## config.mk

```make
export PLATFORM = sky130hd
export DESIGN_NAME = fetch_pc_unit
export DESIGN_NICKNAME = d
export VERILOG_FILES = /design/src/rtl/core_pkg.sv /design/src/rtl/next_pc_sel.sv /design/src/rtl/fetch_pc_unit.sv
export SDC_FILE = /design/constraint.sdc
export NUM_CORES = 1
export LEC_CHECK = 0
export CORE_UTILIZATION = 43
export CTS_CLUSTER_SIZE = 14
export DETAILED_ROUTE_END_ITERATION = 8
export PLACE_DENSITY_LB_ADDON = 0.2
export SLEW_MARGIN = 40
export SYNTH_ARGS = -nofsm -noshare
export SYNTH_HDL_FRONTEND = slang
export SYNTH_SLANG_ARGS = --single-unit
```

## constraint.sdc

```tcl
create_clock -name clk -period 3.9 [get_ports clk]
set_clock_uncertainty 0.2 [all_clocks]
set_input_delay 0.78 -clock clk [delete_from_list [all_inputs] [get_ports clk]]
set_output_delay 0.78 -clock clk [all_outputs]
set_load 0.02 [all_outputs]
```

## src/rtl/core_pkg.sv

```systemverilog
// Shared core definitions: fetch FSM states, ALU opcode encodings and reset defaults
// used by the fetch unit, ALU and decoder.
package core_pkg;

    localparam logic [31:0] RESET_PC_DEFAULT = 32'h0000_0000;

    typedef enum logic [1:0] {
        ST_REQ   = 2'd0,
        ST_WAIT  = 2'd1,
        ST_ISSUE = 2'd2,
        ST_HALT  = 2'd3
    } fetch_state_e;

    localparam logic [5:0] OP_BEQ  = 6'd29;
    localparam logic [5:0] OP_BNE  = 6'd30;
    localparam logic [5:0] OP_BLT  = 6'd31;
    localparam logic [5:0] OP_BGE  = 6'd32;
    localparam logic [5:0] OP_BLTU = 6'd33;
    localparam logic [5:0] OP_BGEU = 6'd34;
    localparam logic [5:0] OP_JALR = 6'd35;
    localparam logic [5:0] OP_JAL  = 6'd36;

    // Conditional branches occupy one contiguous opcode range.
    function automatic logic is_branch(input logic [5:0] op);
        return (op >= OP_BEQ) && (op <= OP_BGEU);
    endfunction

endpackage

```

## src/rtl/next_pc_sel.sv

```systemverilog
// Combinational next-PC selection from the retiring instruction's ALU outcome,
// plus the sequential link value and a misaligned-target flag.
module next_pc_sel
    import core_pkg::*;
#(
    parameter int XLEN = 32
) (
    input  logic [XLEN-1:0] pc,
    input  logic [5:0]      alu_opcode,
    input  logic [XLEN-1:0] alu_result,
    input  logic [XLEN-1:0] br_imm,
    output logic [XLEN-1:0] next_pc,
    output logic [XLEN-1:0] pc_plus4,
    output logic            misalign
);

    logic [XLEN-1:0] seq_pc_s;

    assign seq_pc_s = pc + {{(XLEN-3){1'b0}}, 3'b100};
    assign pc_plus4 = seq_pc_s;
    assign misalign = (next_pc[1:0] != 2'b00);

    // Target mux: branch taken flag lives in alu_result[0]; jalr clears bit 0.
    always_comb begin
        next_pc = seq_pc_s;
        if (is_branch(alu_opcode)) begin
            if (alu_result[0]) begin
                next_pc = pc + br_imm;
            end else begin
                next_pc = seq_pc_s;
            end
        end else begin
            case (alu_opcode)
                OP_JALR: next_pc = {alu_result[XLEN-1:1], 1'b0};
                OP_JAL:  next_pc = alu_result;
                default: next_pc = seq_pc_s;
            endcase
        end
    end

endmodule

```

## src/rtl/fetch_pc_unit.sv

```systemverilog
// PC register and single-outstanding instruction fetch over a valid/ready imem port;
// halts with a sticky fault when a retiring instruction targets a misaligned address.
module fetch_pc_unit
    import core_pkg::*;
#(
    parameter int              XLEN     = 32,
    parameter logic [XLEN-1:0] RESET_PC = RESET_PC_DEFAULT
) (
    input  logic            clk,
    input  logic            rst_n,
    output logic            imem_req_valid,
    input  logic            imem_req_ready,
    output logic [XLEN-1:0] imem_addr,
    input  logic            imem_rsp_valid,
    input  logic [31:0]     imem_rsp_data,
    output logic            instr_valid,
    output logic [31:0]     instr,
    output logic [XLEN-1:0] pc,
    output logic [XLEN-1:0] pc_plus4,
    input  logic            exec_done,
    input  logic [5:0]      alu_opcode,
    input  logic [XLEN-1:0] alu_result,
    input  logic [XLEN-1:0] br_imm,
    output logic            fault
);

    fetch_state_e    state_r;
    fetch_state_e    state_s;
    logic            guard_r;
    logic [XLEN-1:0] pc_r;
    logic [31:0]     instr_r;
    logic            fault_r;
    logic            req_valid_s;
    logic            instr_valid_s;
    logic            issue_done_s;
    logic [XLEN-1:0] next_pc_s;
    logic            misalign_s;

    next_pc_sel #(.XLEN(XLEN)) u_next_pc_sel (
        .pc         (pc_r),
        .alu_opcode (alu_opcode),
        .alu_result (alu_result),
        .br_imm     (br_imm),
        .next_pc    (next_pc_s),
        .pc_plus4   (pc_plus4),
        .misalign   (misalign_s)
    );

    assign issue_done_s = (state_r == ST_ISSUE) && exec_done;

    // State register; guard_r masks the request for the first cycle after reset release.
    always_ff @(posedge clk or negedge rst_n) begin
        if (!rst_n) begin
            state_r <= ST_REQ;
            guard_r <= 1'b1;
        end else begin
            state_r <= state_s;
            guard_r <= 1'b0;
        end
    end

    // Next-state logic.
    always_comb begin
        state_s = state_r;
        case (state_r)
            ST_REQ: begin
                if (req_valid_s && imem_req_ready) state_s = ST_WAIT;
                else                               state_s = ST_REQ;
            end
            ST_WAIT: begin
                if (imem_rsp_valid) state_s = ST_ISSUE;
                else                state_s = ST_WAIT;
            end
            ST_ISSUE: begin
                if (exec_done) state_s = misalign_s ? ST_HALT : ST_REQ;
                else           state_s = ST_ISSUE;
            end
            ST_HALT: state_s = ST_HALT;
            default: state_s = ST_REQ;
        endcase
    end

    // Output decode from registered state.
    always_comb begin
        req_valid_s   = 1'b0;
        instr_valid_s = 1'b0;
        case (state_r)
            ST_REQ:   req_valid_s   = !guard_r;
            ST_ISSUE: instr_valid_s = 1'b1;
            default: begin
                req_valid_s   = 1'b0;
                instr_valid_s = 1'b0;
            end
        endcase
    end

    // PC, instruction capture and sticky fault; a misaligned target leaves pc untouched.
    always_ff @(posedge clk or negedge rst_n) begin
        if (!rst_n) begin
            pc_r    <= RESET_PC;
            instr_r <= 32'h0000_0000;
            fault_r <= 1'b0;
        end else begin
            if ((state_r == ST_WAIT) && imem_rsp_valid) begin
                instr_r <= imem_rsp_data;
            end else begin
                instr_r <= instr_r;
            end
            if (issue_done_s) begin
                if (misalign_s) begin
                    fault_r <= 1'b1;
                end else begin
                    pc_r <= next_pc_s;
                end
            end else begin
                pc_r <= pc_r;
            end
        end
    end

    assign imem_req_valid = req_valid_s;
    assign imem_addr      = pc_r;
    assign instr_valid    = instr_valid_s;
    assign instr          = instr_r;
    assign pc             = pc_r;
    assign fault          = fault_r;

endmodule

```

======== Word-level counts from Yosys, hierarchy flattened ========
Cells that the tools add are included.
word-level totals
  register bits after elaboration ......... 68
  bits of input ports ..................... 107
  output and inout port bits .............. 131
  word-level logic and storage cells ...... 34
operators by class
  add/sub/neg operators ................... 2
  magnitude comparators ................... 2
  eq/ne operators ......................... 5
  muxes and demuxes ....................... 10
  bitwise gates (word level) .............. 1
  reduce and logical (&&, ||, !) cells .... 9
operators with widths
  operator                                                           number
  two-way mux 32 bit                                                 2
  case mux 32 bit (2 select lines)                                   1
  adder 32 x 3 -> 32 bit, second input constant                      1
  adder 32 bit                                                       1
  equality test 6 bit, second input constant                         2
  case mux 2 bit (4 select lines)                                    1
  greater-or-equal comparator 6 x 5 -> 1 bit, second input constant  1
  <= comparator 6 bit, second input constant                         1
  two-way mux 2 bit                                                  3
  equality test 2 bit, second input constant                         2
  logical AND 1 bit                                                  4
  AND reduction 2 bit                                                2
  two-way mux 1 bit                                                  3
  equality test 2 x 1 -> 1 bit, second input constant                1
  zero test 2 bit                                                    1
  nonzero test 2 bit                                                 1
  zero test 1 bit                                                    1
  NOT 1 bit                                                          1

======== Depth between registers and ports, before layout ========
  depth after elaboration ................. 7
  depth in mapped cells ................... 11
  mapped depth without buffers ............ 11

======== By module ========
From an unflattened synthesis, not the netlist that was laid out.
second synthesis, totals
  cells, all modules ...................... 636
  area, all modules ....................... 5911.9 um2
by module, submodules not included
  module         times used  cells each  area an instance (um2)  sequential area each (um2)
  next_pc_sel    1           452         3078.0                  0.0
  fetch_pc_unit  1           184         2834.0                  1702.9

======== Least setup slack after synthesis ========
Ideal clock, no wire load.
  kind .................................... input -> register
  start point ............................. input port br_imm[0]
  end point ............................... register pc_r[28], in the netlist imem_addr[28]
  library setup time ...................... 65 ps
  data arrival time ....................... 3361 ps
  required time ........................... 3635 ps
  setup slack ............................. 274 ps
  stages .................................. 11
  path buffers ............................ 0
  cell sequence ........................... ha_1 > fa_1 > a21o_1 > a221o_1 > a211oi_2 > o41ai_2 > a41oi_2 > o21ai_2 > or3b_1 > a41oi_1 > o22a_1
on the way
  longest elaborated chain between the ends .. 6
RTL lines
  what                                  line                  text
  start: declaration                    fetch_pc_unit.sv:23   input logic [XLEN-1:0] br_imm,
  adder 32 bit (*)                      next_pc_sel.sv:28     next_pc = pc + br_imm;
  two-way mux 32 bit (*)                next_pc_sel.sv:27     if (alu_result[0]) begin
  two-way mux 32 bit (*)                next_pc_sel.sv:26     if (is_branch(alu_opcode)) begin
  nonzero test 2 bit                    next_pc_sel.sv:21     assign misalign = (next_pc[1:0] != 2'b00);
  NOT 1 bit (no source line)            n/a
  AND reduction 2 bit (no source line)  n/a
  end signal: assignment                fetch_pc_unit.sv:113  pc_r <= next_pc_s;
  end signal: assignment                fetch_pc_unit.sv:116  pc_r <= pc_r;
  end: declaration                      fetch_pc_unit.sv:30   logic [XLEN-1:0] pc_r;
Mark *: on every way between the ends. The rest lies on a longest branch, timed or not.
A chain may end at the register's enable or synchronous reset.

======== Worst setup path in the final report ========
  start point ............................. register pc_r[3], in the netlist imem_addr[3]
  end point ............................... output port pc_plus4[31]
on the way
  longest elaborated chain between the ends .. 1
RTL lines
  what                    line                 text
  adder 32 x 3 -> 32 bit  next_pc_sel.sv:19    assign seq_pc_s = pc + {{(XLEN-3){1'b0}}, 3'b100};
  end: declaration        fetch_pc_unit.sv:19  output logic [XLEN-1:0] pc_plus4,
No other way between the ends.

==> results by group <==
Run status
  • Result of the run: complete, no violations

Timing
  • Fmax: 0.266 GHz
  • Period utilization: 0.964
  • Worst slew pin tran: 0.874 ns
  • Count of final hold-check violations: 0
  • Post-layout min period: 3.76 ns
  • Final WS setup: 0.139 ns
  • Final Max Slew Viols: 0
  • Max-slew headroom: 0.416
  • Final setup vio count: 0

Clock tree
  • CTS tree: yes
  • Clock root cell: clkbuf_16
  • Clk buf depth: 2
  • Clk Latency, worst-skew pair: 0.34 ns
  • Num CTS Buffers: 9
  • Clock-pin transition on the worst setup and hold timing paths: about 0.060 ns
  • H-tree depth: 3
  • # hold bufs at CTS: 0
  • CTS Sinks: 68

Setup path
  • Reg2Reg Setup Slack: 0.56 ns
  • Worst EP required: 2.92 ns
  • Critical Path AT: about 2.8 ns
  • Critical path launch point type: flip-flop
  • RR Endpoint: imem_addr[28]
  • CP Launch Point: imem_addr[3]
  • R2R depth: 11
  • Crit path max fanout: 7
  • FF-to-FF Start: imem_addr[0]
  • WS Path Type: flip-flop to output port
  • CP Capture Type: output port

Layout
  • Commonest non-fill, non-tap cell in the layout: clkdlybuf4s50_1
  • Share of cells above drive strength 1: 0.137
  • Commonest cells after routing, fill and taps aside: clkdlybuf4s50_1, dfrtp_1, nor2_1, nand2_1, buf_4
  • Nets@finish: 988
  • P&R area growth vs syn: 54.1%
  • Ant. Diodes: 0
  • Filler instances: 996

GRT
  • GRT Overall Usage: 0.273
  • Initial antenna violation count: 0
  • Largest net degree at the start of global routing: 36
  • Global route overflow: 0
  • Vias in the first global route: 5621
  • First-pass GRT wire length: 28000 um

Drt
  • Iteration count of the initial detailed-routing pass: 5
  • DRT antenna net count: 0
  • Total wire length: about 18000 um
  • DRT iter0 DRCs: 351
  • WL/cell: 17.8 um
  • DRC errors left: 0
  • Vias post-DR: approximately 5700
  • Vias/cell: 5.58

Yosys
  • Avg Synthesized Cell Area: 8.84 sq um
  • Mapped Cells: 615
  • Sequential share of the synthesized area: 0.313
  • Netlist Area Pre-Place: 5440 sq um
  • Most used DFF post-synth: dfrtp_1
  • Syn_nets: 755
  • Yosys synthesis warning count: 0
  • Ys async rst share: 1.00
  • EDFF count, synth: 0
  • Synth Register Bits: 68
  • Yosys cell types: 65

Floorplan
  • Die height: between 100 and 150 um
  • Die area: 13100 sq um
  • Row count: 40
  • Die width: 114 um
  • Core Region: 12200 sq um
  • # IOs: 238
  • Initial Util: 0.447

Placed design
  • Post-DP HPWL: roughly 14000 um
  • IO Port Bufs: 237
  • Pre-CTS setup slack: -0.287 ns
  • Routability cong.: approximately 0.88

Flow run
  • MaxCap Viol Count: 0

Power
  • Final Power: roughly 6500 uW
  • P_leak: ~0.0035 uW
  • Power per Cell Area: 773 nW/um^2
  • Worst IR drop on VDD: ~0.00046 V

Min path
  • Worst hold path class: input port to async pin
[logic make-up (layout without fill, tap and decap cells)]
| kind of cell | count (synthesis) | after routing | synth area share |
|---|---|---|---|
| simple gates | 187 | 187 | 0.166 |
| compound gates | 168 | 168 | 0.210 |
| flops | 68 | 68 | 0.313 |
| buf+inv | 67 | 305 | 0.0702 |
| xor+xnor | 55 | 55 | 0.0886 |
| mux | 36 | 36 | 0.0739 |
| fa+ha+maj | 33 | 33 | 0.0773 |
| other cells | 1 | 1 | 0.000690 |
[synthesized netlist by cell type (13+ instances only)]
master / instances / area [sq um]
ha_1: 32 / 400
nor2_1: 57 / 214
a221oi_1: 14 / 123
buf_4: 34 / 255
xor2_1: 22 / 193
a31oi_1: 14 / 87.6
a22oi_1: 13 / 97.6
a21oi_1: 39 / 195
nand2_1: 51 / 191
xnor2_1: 33 / 289
mux2_2: 33 / 372
o21ai_0: 31 / 155
nand3_1: 21 / 105
a21o_1: 15 / 113
clkbuf_1: 21 / 78.8
dfrtp_1: 67 / 1680
[worst max-delay path, stage by stage (launching register included)]
cell and delay [ns]:
dfrtp_1 0.48, and3_1 0.20, nand3_1 0.19, nor2_2 0.23, and4_4 0.32, nand3_1 0.19, xnor2_1 0.19, clkdlybuf4s50_1 0.64
[state kept, by name, indices dropped and copies added, names as in the netlist]
name       count
fault          1
guard_r        1
imem_addr     32
instr         32
state_r        2
[power breakdown]
part / switching (uW) / leakage, uW / internal [uW]
clock network: 358 / 0.000145 / 507
registers: 356 / 0.000822 / 1020
logic: 2140 / 0.00257 / 2090
total: 2860 / 0.00353 / 3620
[worst max path at each step]
stage | slack [ns] | end | cells past startpoint
3_5_place_dp | -0.29 | imem_addr[28] | 12
4_1_cts | 0.04 | pc_plus4[24] | 8
2_1_floorplan | 0.27 | imem_addr[28] | 11
3_3_place_gp | -0.25 | imem_addr[28] | 12
5_1_grt | -0.004 | imem_addr[24] | 13
6_report | 0.14 | pc_plus4[31] | 7
[what timing repair did]
action | in CTS | in global routing
resized for setup | 5 | 13
endpoints found under the setup margin | 4 | 20
pin swaps | 0 | 6
setup buffers | 0 | 2
[cell type report]
type | count | area (sq um) | area share
sequential | 68 | 1700 | 0.203
timing repair buffer | 282 | 2730 | 0.326
clock inverter | 7 | 82.6 | 0.00986
clock buffer | 9 | 225 | 0.0269
inverter | 7 | 26.3 | 0.00314
tap | 168 | 210 | 0.0251
multi-input combinational | 480 | 3400 | 0.406
[per-layer routing]
layer,vias up,GRT usage,wire length [um]
met2,246,0.482,8900
met5,-,0,0
li1,2680,-,-
met1,2736,0.339,7640
met3,32,0.0397,1210
met4,0,0.0978,380
[stage by stage]
stage / instance area [sq um] / hold WS (ns) / TNS, ns / instances / util
2_1_floorplan: 5440 / 0.284 / 0 / 615 / -
3_3_place_gp: 8010 / 0.252 / -1.45 / 1003 / 0.658
3_5_place_dp: 8010 / 0.255 / -2.45 / 1003 / 0.659
4_1_cts: 8330 / 0.188 / 0 / 1019 / 0.685
5_1_grt: 8380 / 0.216 / -0.00411 / 1021 / 0.689
6_report: 8380 / 0.182 / 0 / 1021 / 0.689
No activity file was read; power rests on OpenSTA's default activity.
==> patch 1, RTL diff (same flow settings) <==
`XLEN` is set to 32 in 2 places; all go to 24.
--- a/src/rtl/next_pc_sel.sv
+++ b/src/rtl/next_pc_sel.sv
@@ -5,3 +5,3 @@
 #(
-    parameter int XLEN = 32
+    parameter int XLEN = 24
 ) (
--- a/src/rtl/fetch_pc_unit.sv
+++ b/src/rtl/fetch_pc_unit.sv
@@ -5,3 +5,3 @@
 #(
-    parameter int              XLEN     = 32,
+    parameter int              XLEN     = 24,
     parameter logic [XLEN-1:0] RESET_PC = RESET_PC_DEFAULT
Interface: changed (5 resized); port bits go from 238 to 198. No check against the original RTL was run, so the function may have changed too.
==> patch 1 against the unedited design <==
- routed wire length down 20%
- power fell by 23%
- area after synthesis decreased by 15%
- highest routed layer unchanged
- sequential cell count decreased by 8
- largest cell class unchanged
- final area fell by 18%
- critical endpoint is now pc_plus4[22]
- worst setup slack got worse by 0.037 ns
- global-route usage down 1.3 points
==> patch 1: results (changes against the unedited design) <==
Worst VDD drop = 0.0003439 V (-25%)
FF-to-FF path depth = 9 (-2)
Placed insts = 799 (-20%)
Synth top area cells = dfrtp_1, mux2_2, ha_1
Reg2Reg Capture Point = imem_addr[23]
XOR/XNOR Fraction of Synth Area = 0.06231 (-0.02629)
Sequential share of the synthesized area = 0.3240 (+0.01075)
Post-synthesis mux area share = 0.07985 (+0.005971)
Met2 Resource Use GR = 0.4477 (-0.03471)
Synth Area in Adders = 0.06906 (-0.008272)
CP Max Fanout = 5 (-2)
WP data arrival = 2.82 ns (+0.04 ns)
CTS root buf = clkbuf_8
Cell count after synthesis = 493 (-20%)
Final HPWL DP = 11230 um (-19%)
GRT met1 Usage = 0.3313 (-0.008219)
Largest net degree at the start of global routing = 40 (+11%)
Post-synth cell types = 74 (+14%)
Global-route wire length before repair = 23060 um (-18%)
R2R Setup Slk = 0.83 ns (+0.27 ns)
Fmax = 263.2 MHz (-0.99%)
Critical Path Start = imem_addr[2]
Dpl ws = 0.1422 ns (+0.4294 ns)
Syn nets = 609 (-19%)
Total track usage = 0.2607 (-0.01274)
Routing usage on met3 = 0.03649 (-0.003216)
Slew @ Worst Pin = 0.5896 ns (-0.2848 ns)
Worst Hold Slack = 0.2222 ns (+0.04021 ns)
Placement Cell Area = 6640 sq um (-17%)
Number of vias per cell = 5.753 (+3.2%)
Outcome = finished, final reports clean
Final RePlAce weighted congestion = 0.9262 (+4.8%)
patch 1: report_power, final:
group,leakage [nW],internal [W],switching [W]
Sequential,0.728,0.000901,0.000266
Combinational,2.00,0.00159,0.00168
Clock,0.0979,0.000305,0.000253
Total,2.82,0.00280,0.00220
patch 1: critical path, cell delays in order, from the launching register on:
cell             delay, ns
dfrtp_1               0.41
ha_1                  0.26
and4_1                0.36
nand4_1               0.27
nor3b_1               0.31
xor2_1                0.23
clkdlybuf4s50_1       0.64
patch 1: area by class of cell:
cell class | count | area, sq um | area share
multi-input combinational | 373 | 2799 | 0.4091
timing repair buffer | 218 | 2130 | 0.3113
clock inverter | 5 | 52.55 | 0.007681
tap | 136 | 170.2 | 0.02487
sequential | 60 | 1504 | 0.2198
inverter | 13 | 48.80 | 0.007132
clock buffer | 10 | 137.6 | 0.02012
patch 1: routing by layer:
metal | wire length [um] | vias up
li1 | - | 2200
met1 | 6089 | 2213
met2 | 7044 | 249
met3 | 1150 | 27
met4 | 301 | 0
met5 | 0 | -
==> patch 2, RTL diff (same flow settings) <==
Made on the original files. Encoding of `fetch_state_e`: now Gray code (2 bits for 4 states).
--- a/src/rtl/core_pkg.sv
+++ b/src/rtl/core_pkg.sv
@@ -7,6 +7,6 @@
     typedef enum logic [1:0] {
-        ST_REQ   = 2'd0,
-        ST_WAIT  = 2'd1,
-        ST_ISSUE = 2'd2,
-        ST_HALT  = 2'd3
+        ST_REQ   = 2'b00,
+        ST_WAIT  = 2'b01,
+        ST_ISSUE = 2'b11,
+        ST_HALT  = 2'b10
     } fetch_state_e;
Check against the original RTL: same outputs for any inputs over 10 cycles, from zero or initial values and one cycle with rst_n low; not proved beyond that.
==> patch 2 against the unedited design <==
- synthesized cell count fell by 2.8%
- largest power group unchanged
- routed wire length rose by 0.92%
- highest routed layer unchanged
- power fell by 4.3%
- combinational power fell by 5.2%
- global-route usage rose by 0.36 points
- worst setup slack got worse by 0.028 ns
- largest cell class unchanged
- sequential cell count did not move
- final area fell by 1.2%
- area after synthesis fell by 0.14%
- critical endpoint is now pc_plus4[19]
==> patch 2: results (changes against the unedited design) <==
Num CTS Buffers = 9 (unchanged)
Synth top area cells = dfrtp_1, ha_1, mux2_2
First-pass iteration count of the detailed router = 7 (+2)
CP Max Fanout = 7 (unchanged)
Routed WL per cell = 18.30 um (+3.0%)
Sequential share of the synthesized area = 0.3137 (+0.0004331)
Top post-synthesis cells by count = dfrtp_1, nand2_1, buf_4
Post-CTS Setup Repair Bufs = 0 (unchanged)
Post-synthesis async set-or-reset flop share = 1.000 (unchanged)
Final RePlAce weighted congestion = 0.9365 (+5.9%)
CTS root buf = clkbuf_16
HP Class = input pin to asynchronous set/reset pin
Reg2Reg Launch Point = imem_addr[0]
Slowest-stage cell, CP = clkdlybuf4s50_1
Global-route wire length before repair = 28080 um (+0.30%)
Post-route DRC = 0 (unchanged)
Via count = 5702 (+0.14%)
Clk buf depth = 2 (unchanged)
Outcome = finished, final reports clean
Worst Hold Slack = 0.1968 ns (+0.01479 ns)
Largest net degree at the start of global routing = 36 (unchanged)
Reg2Reg Capture Point = imem_addr[30]
Synth Warn # = 0 (unchanged)
WP data arrival = 2.81 ns (+0.03 ns)
Total Wirelength = 18300 um (+0.92%)
Antenna violations before repair = 0 (unchanged)
Worst VDD drop = 0.0004883 V (+6.2%)
Drt first-iter violations = 637 (+81%)
Syn nets = 738 (-2.3%)
FF-to-FF path depth = 11 (unchanged)
Lkg Pwr = 3.595 nW (+1.7%)
Clock Latency Late Sink = 0.34 ns (about the same)
H-tree depth = 3 (unchanged)
Clock-pin slew on the worst setup and hold paths = 0.06 ns (about the same)
Placed insts = 984 (-1.9%)
Slew Limit Headroom = 0.5218 (+0.1053)
Final Slew Violations = 0 (unchanged)
# port buffers = 237 (unchanged)
Fin nets = 967 (-2.1%)
FILL cells = 980 (-1.6%)
Cell count after synthesis = 598 (-2.8%)
Crit-path max cell delay = 0.67 ns (+0.03 ns)
R2R Setup Slk = 0.54 ns (-0.02 ns)
Most used flip-flop cell after synthesis = dfrtp_1
Final hold vios = 0 (unchanged)
Post-synth cell types = 76 (+17%)
ANT cells = 0 (unchanged)
Fraction of layout cells with a size suffix above 1 = 0.1274 (-0.009759)
Area share of the largest cell type after synthesis = 0.3088 (+0.0004265)
Final HPWL DP = 14020 um (+1.5%)
Total track usage = 0.2771 (+0.003577)
-- patch 2: how the worst max path moves through the flow --
stage | startpoint | to | slack (ns) | cells past startpoint
floorplan | br_imm[0] | imem_addr[30] | 0.51 | 11
global placement | br_imm[0] | imem_addr[30] | -0.03 | 12
detailed placement | br_imm[0] | imem_addr[30] | -0.08 | 12
CTS | imem_addr[3] | pc_plus4[27] | 0.05 | 8
global route | imem_addr[3] | pc_plus4[16] | 0.002 | 7
finish | imem_addr[2] | pc_plus4[19] | 0.11 | 7
-- patch 2: area by class of cell --
type | count | area [sq um] | area share
inverters | 18 | 67.56 | 0.008160
repair buffers | 278 | 2689 | 0.3247
clock buffers | 10 | 239.0 | 0.02886
well taps | 168 | 210.2 | 0.02539
multi-input cells | 452 | 3299 | 0.3985
clock inverters | 6 | 71.32 | 0.008613
flip-flops and latches | 68 | 1704 | 0.2058
-- patch 2: logic make-up after synthesis --
logic type | Yosys count | synth area share
AOI/OAI and AO/OA | 165 | 0.2153
xor gates and xnor gates | 48 | 0.07744
adders and majority gates | 33 | 0.07744
buffers and inverters | 78 | 0.08135
DFF | 68 | 0.3137
muxes | 38 | 0.07744
other | 1 | 0.0006907
and+or+nand+nor | 167 | 0.1567
-- patch 2: where the power goes --
group | switching, W | internal, W
registers | 0.000310 | 0.00101
logic | 0.00206 | 0.00195
clock network | 0.000343 | 0.000517
-- patch 2: metrics by stage --
stage	setup WS, ns	instance area, sq um	total power [W]
after floorplan	0.5101	5429	0.003702
after global placement	-0.03135	7944	0.005229
after detailed placement	-0.08058	7944	0.005314
after CTS	0.04522	8255	0.006197
after global routing	0.002491	8280	0.006529
final	0.1109	8280	0.006194
-- patch 2: what timing repair did --
item / CTS / global route
gates cloned: 0 / 0
hold endpoints to repair: 0 / 0
gates resized for setup: 6 / 8
pin swaps: 0 / 1
endpoints found under the setup margin: 6 / 3
-- patch 2: worst max-delay path, delay by kind of cell (launching register included) --
family | cells | cell delay (ns)
buf+inv | 2 | 0.85
simple gates | 4 | 0.94
flops | 1 | 0.44
xor+xnor | 1 | 0.24
-- patch 2: routing by layer --
layer / up-vias / global-route usage / wire length [um]
li1: 2646 / - / -
met1: 2718 / 0.3334 / 7343
met2: 292 / 0.4659 / 8690
met3: 46 / 0.07411 / 1672
met4: 0 / 0.1195 / 592
met5: - / 0 / 0
